`config.mk`:
```
export PLATFORM = sky130hd
export DESIGN_NAME = hex_digit_ctrl
export DESIGN_NICKNAME = d
export VERILOG_FILES = /design/src/rtl/hex_digit_ctrl.sv
export SDC_FILE = /design/constraint.sdc
export NUM_CORES = 1
export LEC_CHECK = 0
export ABC_CLOCK_PERIOD_IN_PS = 2800
export CAP_MARGIN = 20
export CELL_PAD_IN_SITES_DETAIL_PLACEMENT = 0
export CELL_PAD_IN_SITES_GLOBAL_PLACEMENT = 1
export CORE_AREA = 2 2 176 109
export DETAILED_ROUTE_END_ITERATION = 6
export DIE_AREA = 0 0 178 111
export PLACE_DENSITY_LB_ADDON = 0.1
export SYNTH_ARGS = -nofsm -noshare
export SYNTH_HDL_FRONTEND = slang
export SYNTH_SLANG_ARGS = --single-unit
```
`constraint.sdc`:
```
create_clock -name clk -period 2.8 [get_ports clk]
set_input_delay 0.28 -clock clk [delete_from_list [all_inputs] [get_ports clk]]
set_output_delay 0.28 -clock clk [all_outputs]
set_load 0.01 [all_outputs]
```
`src/rtl/hex_digit_ctrl.sv`:
```
// Pushbutton front end for the VGA hex-digit painter: synchronizes and debounces
// inc/dec/clr buttons and drives a registered wrap-around hex digit with auto-repeat.
module hex_digit_ctrl #(
  parameter int unsigned DEB_CYCLES   = 1000000,
  parameter int unsigned REPEAT_DELAY = 50000000,
  parameter int unsigned REPEAT_RATE  = 10000000,
  parameter logic [3:0]  RESET_VAL    = 4'h0
) (
  input  logic       clk,
  input  logic       rstn,
  input  logic       btn_inc,
  input  logic       btn_dec,
  input  logic       btn_clr,
  output logic [3:0] num,
  output logic       step
);

  localparam int INC = 0;
  localparam int DEC = 1;
  localparam int CLR = 2;

  localparam int unsigned RMAX = (REPEAT_DELAY > REPEAT_RATE) ? REPEAT_DELAY : REPEAT_RATE;
  localparam int DW = $clog2(DEB_CYCLES + 1);
  localparam int RW = $clog2(RMAX + 1);

  typedef enum logic [1:0] {IDLE, DELAY, REPEAT} state_t;

  logic [2:0]    btn_raw;
  logic [2:0]    sync1, sync2;
  logic [2:0]    lvl, prev;
  logic [DW-1:0] deb_cnt [3];

  state_t        state, state_n;
  logic [3:0]    num_n;
  logic          step_n;
  logic          dir, dir_n;
  logic [RW-1:0] rcnt, rcnt_n, rcnt_thr;

  logic          inc_rise, dec_rise, clr_rise;
  logic          held, both;
  logic [3:0]    stepped;

  assign btn_raw = {btn_clr, btn_dec, btn_inc};

  // Two-flop synchronizer, then a per-button debouncer that flips its level only
  // after DEB_CYCLES consecutive cycles of disagreement.
  // NOTE: sequential state uses non-blocking assignments so every flop samples
  // pre-edge values; the small counter array is reset element by element.
  always_ff @(posedge clk or negedge rstn) begin
    if (!rstn) begin
      sync1 <= '0;
      sync2 <= '0;
      lvl   <= '0;
      prev  <= '0;
      for (int i = 0; i < 3; i++) deb_cnt[i] <= '0;
    end else begin
      sync1 <= btn_raw;
      sync2 <= sync1;
      prev  <= lvl;
      for (int i = 0; i < 3; i++) begin
        if (sync2[i] == lvl[i]) begin
          deb_cnt[i] <= '0;
        end else if (deb_cnt[i] == DW'(DEB_CYCLES - 1)) begin
          lvl[i]     <= ~lvl[i];
          deb_cnt[i] <= '0;
        end else begin
          deb_cnt[i] <= deb_cnt[i] + DW'(1);
        end
      end
    end
  end

  assign inc_rise = lvl[INC] & ~prev[INC];
  assign dec_rise = lvl[DEC] & ~prev[DEC];
  assign clr_rise = lvl[CLR] & ~prev[CLR];
  assign both     = lvl[INC] & lvl[DEC];
  assign held     = dir ? lvl[INC] : lvl[DEC];
  assign stepped  = dir ? (num + 4'd1) : (num - 4'd1);
  assign rcnt_thr = (state == DELAY) ? RW'(REPEAT_DELAY - 1) : RW'(REPEAT_RATE - 1);

  // NOTE: every combinational output gets a default first so no latch is inferred.
  always_comb begin
    state_n = state;
    num_n   = num;
    step_n  = 1'b0;
    dir_n   = dir;
    rcnt_n  = rcnt;

    if (clr_rise) begin
      num_n   = RESET_VAL;
      step_n  = 1'b1;
      state_n = IDLE;
      rcnt_n  = '0;
    end else if (lvl[CLR]) begin
      state_n = IDLE;
      rcnt_n  = '0;
    end else begin
      unique case (state)
        IDLE: begin
          if (inc_rise && !lvl[DEC]) begin
            num_n   = num + 4'd1;
            step_n  = 1'b1;
            dir_n   = 1'b1;
            rcnt_n  = '0;
            state_n = DELAY;
          end else if (dec_rise && !lvl[INC]) begin
            num_n   = num - 4'd1;
            step_n  = 1'b1;
            dir_n   = 1'b0;
            rcnt_n  = '0;
            state_n = DELAY;
          end
        end
        DELAY, REPEAT: begin
          // Release of the selected button, or both held, abandons the repeat.
          if (both || !held) begin
            state_n = IDLE;
            rcnt_n  = '0;
          end else if (rcnt == rcnt_thr) begin
            num_n   = stepped;
            step_n  = 1'b1;
            rcnt_n  = '0;
            state_n = REPEAT;
          end else begin
            rcnt_n  = rcnt + RW'(1);
          end
        end
        default: state_n = IDLE;
      endcase
    end
  end

  always_ff @(posedge clk or negedge rstn) begin
    if (!rstn) begin
      state <= IDLE;
      num   <= RESET_VAL;
      step  <= 1'b0;
      dir   <= 1'b1;
      rcnt  <= '0;
    end else begin
      state <= state_n;
      num   <= num_n;
      step  <= step_n;
      dir   <= dir_n;
      rcnt  <= rcnt_n;
    end
  end

endmodule

```
==> summary.txt, run 1 <==
Global routing
  – Pin count of the biggest net entering global routing: 107
  – Grt met1 use: 0.205
  – Met2 Use GR: 0.163
  – Layer with the highest usage: met1
  – Total track usage: 0.127
  – GRT met3 Usage: 0.0336
  – Vias in the first global route: 3,714
  – First-pass GRT wire length: 20,000 µm
  – Antenna violations before repair: 0
  – Total congestion overflow: 0

Routing
  – Drt drc: 0
  – Via/cell ratio: 4.71
  – Iter 0 DRT Violations: 210
  – ANT nets after route: 0
  – Vias: 3,783
  – Drt wl/cell: 14.3 µm
  – DRT Wirelength: 11,500 µm
  – DR pass1 iterations: 4

Floorplanning
  – Die Y-Extent: 111 µm
  – IO Count: 10
  – Initial core utilization: 0.291
  – Die footprint: 0.0198 mm²
  – # rows: 39
  – Core area: 0.0184 mm²
  – Horiz. Die Dim: 178 µm

Job
  – Max-cap viol count: 0

Finish
  – Reg area: 0.00265 mm²
  – # diodes: 0
  – Share of cells above drive strength 1: 0.0860
  – Post-Layout Cell Count: 804
  – Util after Layout: 0.333
  – Nets: 567
  – Final instance area: 0.00612 mm²
  – Filler instances: 1,877
  – Multi-input gate area: 0.00257 mm²
  – Area grow syn2layout: 14.2%

Timing
  – RSZ-0062 raised after global routing: no
  – Normalized max-slew margin: 0.493
  – Setup Skew: 8.67 ps
  – Worst-margin pin slew: 750 ps
  – Fin Setup TNS: 0 ps
  – Final Slew Violations: 0
  – Hold_ws: -62.2 ps
  – Final setup viols: 0
  – Fin crit share: 0.828
  – Final Hold Vio Count: 21
  – Minimum clock period: 2320 ps
  – Fmax: 0.431 GHz

Synth
  – Distinct cells, synth: 54
  – Most common cell in the netlist: dfrtp_1
  – Synthesized cell area: 0.00536 mm²
  – Post-synth EDFFs: 0
  – Top cell type's share of synthesized area: 0.490
  – Largest cells by area after synthesis: dfrtp_1 49%, nor2_1 6.4%, xnor2_1 6.4%
  – Simple-gate share of the synthesized area: 0.275
  – Synth warn: 0
  – Adder and majority cell fraction of the synthesized area: 0.0210
  – Main combinational cell family by area after synthesis: simple AND/OR/NAND/NOR gates
  – Async set or reset register ratio after synthesis: 1.00
  – Main flop type after synthesis: dfrtp_1
  – Mapped Avg Cell Area: 9.94 µm²
  – Synth Area in Compound Gates: 0.0458
  – Sequential area share after synthesis: 0.495
  – Largest area contributor in the netlist: dfrtp_1
  – Area share of xor/xnor cells in the synthesized design: 0.128
  – Synth top cells by count: 105 x dfrtp_1, 92 x nor2_1, 43 x nand2_1, 39 x xnor2_1, 39 x xor2_1
  – Cells after synthesis: 539
  – Mux cell area share after synthesis: 0.0100
  – Seq cells post-synth: 106
  – Synthesized net count: 553

Run status
  – Failing checks: hold timing
  – Status: complete, but fails checks

Placed design
  – Placed Instances: 788
  – Detail Placement HPWL: 7820 µm
  – GPL Wtd Cong: 0.735
  – Placed Area: 0.00577 mm²
  – PortBufs: 9

CTS
  – Hold_buf cts: 0
  – H-tree depth: 3
  – Clock Path Buffers: 2
  – # resized after CTS: 0
  – Clock Tree Root: clkbuf_16
  – CTS tree: done
  – Postcts setup bufs: 0
  – Clk_lat worst skew: 350 ps
  – Num CTS Buffers: 9
  – Clk slew on worst S/H paths: 70 ps
  – Sink Count: 106

Critical path
  – Crit. End Element: flop
  – Cells along the critical path: inv_1 > ha_1 > or3b_2 > o22ai_1 > nand4b_1 > a21oi_1 > buf_4 > nor2_1
  – Max stage delay on crit path: 450 ps
  – Critical-path top delay cell: or3b_2
  – Worst Setup Start Kind: flop
  – CP arrival: 2560 ps
  – CP required: 3040 ps
  – Crit-path max FO: 12
  – Worst setup path class: reg2reg
  – R2r setup slk: 480 ps

Power
  – Power Dens Cells: 511 mW/mm²
  – Static Leak: 2.58 nW
  – Maximum VDD drop: 244 µV

Hold path
  – Hold Crit Class: in2async
-- cell usage in the layout, fill, tap and decap left out, types with 9 or more instances in the layout --
cell       Yosys  layout
and3_1        19      19
buf_4          0      11
clkbuf_16      0       9
dfrtp_1      105     105
ha_1           9       9
inv_1         15      15
nand2_1       43      43
nand3_1       30      30
nand4_1       21      21
nor2_1        92      92
nor3_1        11      11
nor4_1        10      10
xnor2_1       39      39
xor2_1        39      39
-- per-layer routing --
layer  up-vias  part of all wire
met4         0             0.011
met5         -                 0
met2        29              0.38
met1      1845              0.58
li1       1900                 -
met3         9             0.027
-- worst max-delay path, delay by kind of cell (launching register included) --
family	cells	cell delay, ps
and+or+nand+nor	3	660
AOI/OAI and AO/OA	2	540
DFF	1	400
buffers and inverters	2	370
adders and majority gates	1	230
-- path summary, 6_finish.rpt --
| path | start | to | depth (start not counted) |
|---|---|---|---|
| setup / recovery | state[1]$_DFFE_PN0P_ | rcnt[4]$_DFFE_PN0P_ | 8 |
| hold / removal | rstn | rcnt[16]$_DFFE_PN0P_ | 2 |
| setup reg to reg | state[1]$_DFFE_PN0P_ | rcnt[4]$_DFFE_PN0P_ | 8 |
| hold reg to reg | sync1[0]$_DFF_PN0_ | sync2[0]$_DFF_PN0_ | 0 |
| max in group asynchronous | rstn | deb_cnt[24]$_DFF_PN0_ | 2 |
| min in group clk | sync1[0]$_DFF_PN0_ | sync2[0]$_DFF_PN0_ | 0 |
-- where the power goes --
part           internal (W)  total (W)  switching, W
clock network      0.000901    0.00149      0.000593
registers           0.00154    0.00156     0.0000130
logic             0.0000211  0.0000769     0.0000557
total               0.00247    0.00313      0.000662
-- layout make-up --
type | instances | area share
Tap cell | 246 | 0.0503
Sequential cell | 106 | 0.434
Clock buffer | 10 | 0.0390
Clock inverter | 6 | 0.0182
Multi-Input combinational cell | 401 | 0.420
Timing Repair Buffer | 20 | 0.0298
Inverter | 15 | 0.00920
-- stage by stage --
step | power, W | setup WS (ps) | hold WS [ps]
after floorplan | 0.00162 | 713 | -15.6
after global placement | 0.00167 | 600 | 339
after detailed placement | 0.00167 | 486 | 346
after CTS | 0.00320 | 479 | 34.6
after global routing | 0.00326 | 290 | 59.6
final | 0.00313 | 481 | -62.2
-- cells by family after synthesis --
kind of cell / count (synthesis)
AND/OR/NAND/NOR: 274
XOR/XNOR: 78
adder cells (fa/ha/maj): 9
AO/OA/AOI/OAI: 35
flip-flops: 106
multiplexers: 5
buffers and inverters: 32
-- flip-flops by register name, summed over array words and instances, names as in the netlist --
name     count
deb_cnt     60
dir          1
lvl          3
num          4
prev         3
rcnt        26
state        2
step         1
sync1        3
sync2        3
(Power assumes the default switching activity.)
==> run 2, diff against run 1 <==
--- a/config.mk
+++ b/config.mk
@@ -5,7 +5,7 @@
 export SDC_FILE = /design/constraint.sdc
 export NUM_CORES = 1
 export LEC_CHECK = 0
-export ABC_CLOCK_PERIOD_IN_PS = 2800
+export ABC_CLOCK_PERIOD_IN_PS = 2100
 export CAP_MARGIN = 20
 export CELL_PAD_IN_SITES_DETAIL_PLACEMENT = 0
 export CELL_PAD_IN_SITES_GLOBAL_PLACEMENT = 1
==> constraint.sdc (replaced) <==
create_clock -name clk -period 2.1 [get_ports clk]
set_input_delay 0.21 -clock clk [delete_from_list [all_inputs] [get_ports clk]]
set_output_delay 0.21 -clock clk [all_outputs]
set_load 0.01 [all_outputs]
==> summary.txt, run 2 (same netlist as run 1, synthesis figures left out) <==
Critical path
  – Crit-path max FO: 31 (+19)
  – Max stage delay on crit path: 470 ps (+20 ps)
  – CP arrival: 2240 ps (-320 ps)
  – Reg2Reg Depth: 6 (-2)
  – Worst r2r dst: rcnt[23]$_DFFE_PN0P_
  – Crit. End Element: flop
  – Worst r2r src: lvl[1]$_DFFE_PN0P_
  – Cells along the critical path: or3b_1 > a32o_1 > buf_12 > nor4_2 > xnor2_1 > nor2_1
  – Worst path top cell family by delay: simple AND/OR/NAND/NOR gates
  – R2r setup slk: 100 ps (-380 ps)
  – Worst setup path class: reg2reg
  – Worst Setup Start Kind: flop
  – WP buf/inv: 1 (-1)
  – CP required: 2340 ps (-700 ps)
  – Critical-path top delay cell: or3b_1

Hold path
  – Hold Crit Depth: 1
  – Hold_sp: btn_inc
  – Hold Crit Class: in2reg
  – WHS Endpoint: sync1[0]$_DFF_PN0_

Timing
  – Normalized max-slew margin: 0.647 (+0.154)
  – Final setup viols: 0 (unchanged)
  – Fmax: 0.499 GHz (+16%)
  – Setup Skew: 7.93 ps (-0.747 ps)
  – Minimum clock period: 2000 ps (-317 ps)
  – Worst-margin pin slew: 530 ps (-220 ps)
  – Final Slew Violations: 0 (unchanged)
  – Fin Setup TNS: 0 ps (unchanged)
  – Fin crit share: 0.953 (+0.125)
  – Setup ws final: 97.9 ps (-383 ps)
  – RSZ-0062 raised after global routing: yes
  – Final Hold Vio Count: 0 (-100%)

CTS
  – Num CTS Buffers: 9 (unchanged)
  – CTS tree: done
  – Clock Tree Root: clkbuf_16
  – Clock Path Buffers: 2 (unchanged)
  – Clk slew on worst S/H paths: 70 ps (about the same)
  – H-tree depth: 3 (unchanged)
  – Sink Count: 106 (unchanged)
  – Clk_lat worst skew: 350 ps (about the same)

Routing
  – Via/cell ratio: 4.71 (about the same)
  – DRT Wirelength: 12,100 µm (+5.7%)
  – Drt wl/cell: 14.6 µm (+2.4%)
  – Vias: 3,907 (+3.3%)
  – Drt drc: 0 (unchanged)
  – DR pass1 iterations: 4 (unchanged)
  – ANT nets after route: 0 (unchanged)
  – Iter 0 DRT Violations: 212 (+0.95%)

Global routing
  – Pin count of the biggest net entering global routing: 39 (-64%)
  – Total congestion overflow: 0 (unchanged)
  – Vias in the first global route: 3,931 (+5.8%)
  – First-pass GRT wire length: 20,600 µm (+3.4%)
  – Total track usage: 0.133 (+0.00560)
  – Antenna violations before repair: 0 (unchanged)

Job
  – Max-cap viol count: 0 (unchanged)

Floorplanning
  – Die footprint: 0.0198 mm² (unchanged)
  – # rows: 39 (unchanged)
  – Die Y-Extent: 111 µm (unchanged)
  – IO Count: 10 (unchanged)
  – Horiz. Die Dim: 178 µm (unchanged)
  – Core area: 0.0184 mm² (unchanged)
  – Initial core utilization: 0.291 (unchanged)

Power
  – Register share of total power: 0.495 (-0.003)
  – Maximum VDD drop: 345 µV (+41%)
  – Logic pwr share: 0.028 (+0.003)
  – P_int: 0.00333 W (+35%)
  – Clk network pwr share: 0.477 (about the same)
  – Sw frac: 0.207 (-0.00472)
  – Static Leak: 2.77 nW (+7.2%)
  – Net switching power: 0.000868 W (+31%)
  – Power Dens Cells: 650 mW/mm² (+27%)

Finish
  – Reg with most FFs: deb_cnt
  – Max FFs per register: 60 (unchanged)
  – Area grow syn2layout: 20.6%
  – # diodes: 0 (unchanged)
  – Most frequent cells in the layout: 104 x dfrtp_1, 92 x nor2_1, 43 x nand2_1, 39 x xnor2_1, 39 x xor2_1
  – Commonest non-fill, non-tap cell in the layout: dfrtp_1
  – Nets: 593 (+4.6%)
  – Share of cells above drive strength 1: 0.142 (+0.0561)
  – Registers with the most flip-flops: deb_cnt x60, rcnt x26, num x4
  – Filler instances: 1,855 (-1.2%)

Run status
  – Status: finished clean

Placed design
  – GPL Wtd Cong: 0.776 (+5.6%)
  – PortBufs: 9 (unchanged)
  – Worst slack at placement: 5.44 ps (-481 ps)
  – Detail Placement HPWL: 8430 µm (+7.9%)
-- run 2: cell types whose count changed in the layout (fill, tap and decap cells not counted), sizes merged --
| cell | change |
|---|---|
| buf | +25 |
| clkbuf | +2 |
| clkinv | -1 |
| dlygate4sd3 | +1 |
| inv | -1 |
-- run 2: cell type report --
type	count	area (µm²)	share of cell area
Inverter	15	56.3	0.00871
Multi-Input combinational cell	401	2650	0.409
Tap cell	246	308	0.0476
Timing Repair Buffer	46	445	0.0689
Clock buffer	12	256	0.0397
Sequential cell	106	2660	0.411
Clock inverter	4	97.6	0.0151
-- run 2: power by group through the flow --
| stage | sequential [W] | combinational (W) | clock (W) |
|---|---|---|---|
| 3_3_place_gp | 0.00212 | 0.000120 | 0 |
| 2_1_floorplan | 0.00211 | 0.0000425 | 0 |
| 5_1_grt | 0.00208 | 0.000139 | 0.00215 |
| 4_1_cts | 0.00208 | 0.000125 | 0.00208 |
| 6_report | 0.00208 | 0.000119 | 0.00200 |
| 3_5_place_dp | 0.00212 | 0.000123 | 0 |
-- run 2: worst max path at each step --
stage                                     from                    to  slack [ps]  depth (start not counted)
after floorplan           state[1]$_DFFE_PN0P_  rcnt[10]$_DFFE_PN0P_          10                          8
after global placement    state[1]$_DFFE_PN0P_    num[3]$_DFFE_PN0P_          40                          7
after detailed placement  state[1]$_DFFE_PN0P_  rcnt[20]$_DFFE_PN0P_           5                          8
after CTS                 state[1]$_DFFE_PN0P_  rcnt[20]$_DFFE_PN0P_           1                          8
after global routing      state[0]$_DFFE_PN0P_  rcnt[20]$_DFFE_PN0P_         -10                          7
final                       lvl[1]$_DFFE_PN0P_  rcnt[23]$_DFFE_PN0P_         100                          6
-- run 2: what timing repair did --
action / CTS / global route
setup endpoints to repair: 7 / 32
hold buffers: 1 / 0
gates cloned: 0 / 1
pin swaps: 0 / 8
endpoints found under the hold margin: 31 / 0
resized for setup: 2 / 21
setup buffers: 0 / 1
-- run 2: metal layers --
| metal | wire length, µm | share of wire | global-route usage |
|---|---|---|---|
| met3 | 452 | 0.037 | 0.0394 |
| met2 | 4590 | 0.38 | 0.168 |
| met5 | 0 | 0 | 0 |
| met1 | 7050 | 0.58 | 0.216 |
| met4 | 53 | 0.0044 | 0.0246 |
-- run 2: metrics by stage --
stage,area (µm²),util,instances,total power [W],hold slack (ps)
after floorplan,5360,-,539,0.00216,-85.6
after global placement,5990,0.326,811,0.00224,226
after detailed placement,5990,0.326,811,0.00224,227
after CTS,6360,0.346,828,0.00428,284
after global routing,6460,0.351,830,0.00437,284
final,6460,0.351,830,0.00420,295
==> run 3, diff against run 2 <==
--- a/config.mk
+++ b/config.mk
@@ -9,9 +9,9 @@
 export CAP_MARGIN = 20
 export CELL_PAD_IN_SITES_DETAIL_PLACEMENT = 0
 export CELL_PAD_IN_SITES_GLOBAL_PLACEMENT = 1
-export CORE_AREA = 2 2 176 109
+export CORE_AREA = 2 2 144 90
 export DETAILED_ROUTE_END_ITERATION = 6
-export DIE_AREA = 0 0 178 111
+export DIE_AREA = 0 0 146 92
 export PLACE_DENSITY_LB_ADDON = 0.1
 export SYNTH_ARGS = -nofsm -noshare
 export SYNTH_HDL_FRONTEND = slang
==> summary.txt, run 3 (same netlist as run 1, synthesis figures left out) <==
Run status
  – Status: finished clean

Routing
  – DR pass1 iterations: 4 (unchanged)
  – Iter 0 DRT Violations: 170 (-20%)
  – Vias: 3,871 (-0.92%)
  – Drt drc: 0 (unchanged)
  – Via/cell ratio: 5.15 (+9.5%)
  – ANT nets after route: 0 (unchanged)
  – Drt wl/cell: 14.9 µm (+1.5%)
  – DRT Wirelength: 11,200 µm (-8.1%)

Floorplanning
  – Die footprint: 0.0134 mm² (-32%)
  – IO Count: 10 (unchanged)
  – Core area: 0.0123 mm² (-33%)
  – # rows: 32 (-18%)
  – Die Y-Extent: 92 µm (-17%)
  – Horiz. Die Dim: 146 µm (-18%)
  – Initial core utilization: 0.434 (+0.143)

Power
  – Clk network pwr share: 0.467 (-0.010)
  – Register share of total power: 0.506 (+0.011)
  – Static Leak: 2.75 nW (-0.84%)
  – Sw frac: 0.203 (-0.00366)
  – Power Dens Cells: 648 mW/mm² (-0.27%)
  – Logic pwr share: 0.027 (about the same)
  – Net switching power: 0.000834 W (-4.0%)
  – Maximum VDD drop: 364 µV (+5.5%)
  – P_int: 0.00327 W (-1.8%)

Finish
  – Filler instances: 1,154 (-38%)
  – Reg with most FFs: deb_cnt
  – Share of cells above drive strength 1: 0.141 (-0.000987)
  – Nets: 590 (-0.51%)
  – Most frequent cells in the layout: 104 x dfrtp_1, 92 x nor2_1, 43 x nand2_1, 39 x xnor2_1, 39 x xor2_1
  – # diodes: 0 (unchanged)
  – Multi-input gate area: 0.00266 mm² (+0.38%)
  – Reg area: 0.00266 mm² (unchanged)
  – Max FFs per register: 60 (unchanged)
  – Final instance area: 0.00633 mm² (-2.0%)
  – Area grow syn2layout: 18.2%
  – Registers with the most flip-flops: deb_cnt x60, rcnt x26, num x4
  – Commonest non-fill, non-tap cell in the layout: dfrtp_1
  – Post-Layout Cell Count: 751 (-9.5%)
  – Util after Layout: 0.514 (+0.162)

Timing
  – Worst-margin pin slew: 590 ps (+60.2 ps)
  – Normalized max-slew margin: 0.603 (-0.0438)
  – Final Slew Violations: 0 (unchanged)
  – Fmax: 0.488 GHz (-2.3%)
  – RSZ-0062 raised after global routing: yes
  – Fin crit share: 0.976 (+0.0226)
  – Final setup viols: 0 (unchanged)
  – Final Hold Vio Count: 0 (unchanged)
  – Fin Setup TNS: 0 ps (unchanged)
  – Setup ws final: 50.4 ps (-47.5 ps)
  – Minimum clock period: 2050 ps (+47.5 ps)
  – Setup Skew: 6.80 ps (-1.12 ps)

Critical path
  – Max stage delay on crit path: 390 ps (-80 ps)
  – Cells along the critical path: inv_2 > ha_4 > or3b_4 > o22ai_2 > nand4b_1 > a21oi_4 > buf_6 > nor2_1
  – CP arrival: 2280 ps (+40 ps)
  – Crit. End Element: flop
  – CP required: 2330 ps (about the same)
  – Worst setup path class: reg2reg
  – Crit-path max FO: 5 (-84%)
  – Worst Setup Start Kind: flop
  – Critical-path top delay cell: dfrtp_1

CTS
  – Clock Path Buffers: 2 (unchanged)
  – Clk slew on worst S/H paths: 70 ps (about the same)
  – Clk_lat worst skew: 340 ps (about the same)
  – Sink Count: 106 (unchanged)
  – Clock Tree Root: clkbuf_16
  – CTS tree: done
  – H-tree depth: 3 (unchanged)
  – Num CTS Buffers: 9 (unchanged)

Global routing
  – Total congestion overflow: 0 (unchanged)
  – Total track usage: 0.178 (+0.0450)
  – Pin count of the biggest net entering global routing: 42 (+7.7%)
  – Vias in the first global route: 3,683 (-6.3%)
  – Antenna violations before repair: 0 (unchanged)
  – Layer with the highest usage: met1
  – First-pass GRT wire length: 19,000 µm (-8.0%)
  – Grt met1 use: 0.280 (+0.0640)
  – GRT met3 Usage: 0.0423 (+0.00285)
  – Met2 Use GR: 0.243 (+0.0751)

Job
  – Max-cap viol count: 0 (unchanged)

Placed design
  – Detail Placement HPWL: 7730 µm (-8.4%)
  – GPL Wtd Cong: 0.775 (-0.19%)
  – Worst slack at placement: 4.87 ps (-0.569 ps)
  – Placed Instances: 731 (-9.9%)
  – Placed Area: 0.00586 mm² (-2.3%)
  – PortBufs: 9 (unchanged)

Hold path
  – Hold Crit Class: in2reg
[run 3: area by class of cell]
| cell class | instances | share of cell area |
|---|---|---|
| sequential | 106 | 0.419 |
| multi-input combinational | 401 | 0.419 |
| inverter | 15 | 0.00889 |
| clock buffer | 11 | 0.0367 |
| clock inverter | 5 | 0.0170 |
| tap | 170 | 0.0336 |
| timing repair buffer | 43 | 0.0654 |
[run 3: worst max-delay path, delay by kind of cell, from the launching register on]
kind	cells	cell delay, ps
buf+inv	2	270
compound gates	2	500
simple gates	3	630
flops	1	390
fa+ha+maj	1	140
[run 3: path summary, 6_finish.rpt]
kind | from | endpoint | slack [ps] | cells after the start
max in group asynchronous | rstn | deb_cnt[7]$_DFF_PN0_ | 1110 | 3
min in group asynchronous | rstn | deb_cnt[52]$_DFF_PN0_ | 390 | 2
setup reg to reg | state[1]$_DFFE_PN0P_ | rcnt[19]$_DFFE_PN0P_ | 50 | 8
hold / removal | btn_clr | sync1[2]$_DFF_PN0_ | 300 | 1
setup / recovery | state[1]$_DFFE_PN0P_ | rcnt[19]$_DFFE_PN0P_ | 50 | 8
hold reg to reg | sync1[1]$_DFF_PN0_ | sync2[1]$_DFF_PN0_ | 350 | 0
[run 3: per-layer routing]
metal  vias to the layer above  share of wire  wire length (µm)
met3                         9          0.038               421
met1                      1870           0.56              6220
met4                         0         0.0098               109
met5                         -              0                 0
li1                       1944              -                 -
met2                        48           0.40              4410
[run 3: through the flow]
| stage | hold WS [ps] | power [W] |
|---|---|---|
| final | 297 | 0.00410 |
| after global routing | 283 | 0.00429 |
| after CTS | 283 | 0.00417 |
| after detailed placement | 228 | 0.00223 |
| after global placement | 217 | 0.00223 |
| after floorplan | -85.6 | 0.00216 |
[run 3: what timing repair did]
action                                  CTS  global route
hold buffers                              1             0
endpoints found under the setup margin   20            50
setup buffers                             0             1
resized for setup                         2            26
endpoints found under the hold margin    34             0
gates cloned                              0             2
pin swaps                                 0             5
[run 3: power by group through the flow]
stage / clock network [W] / logic [W] / registers (W)
after floorplan: 0 / 0.0000425 / 0.00211
after global placement: 0 / 0.000112 / 0.00212
after detailed placement: 0 / 0.000113 / 0.00212
after CTS: 0.00198 / 0.000114 / 0.00208
after global routing: 0.00208 / 0.000130 / 0.00208
final: 0.00192 / 0.000110 / 0.00208
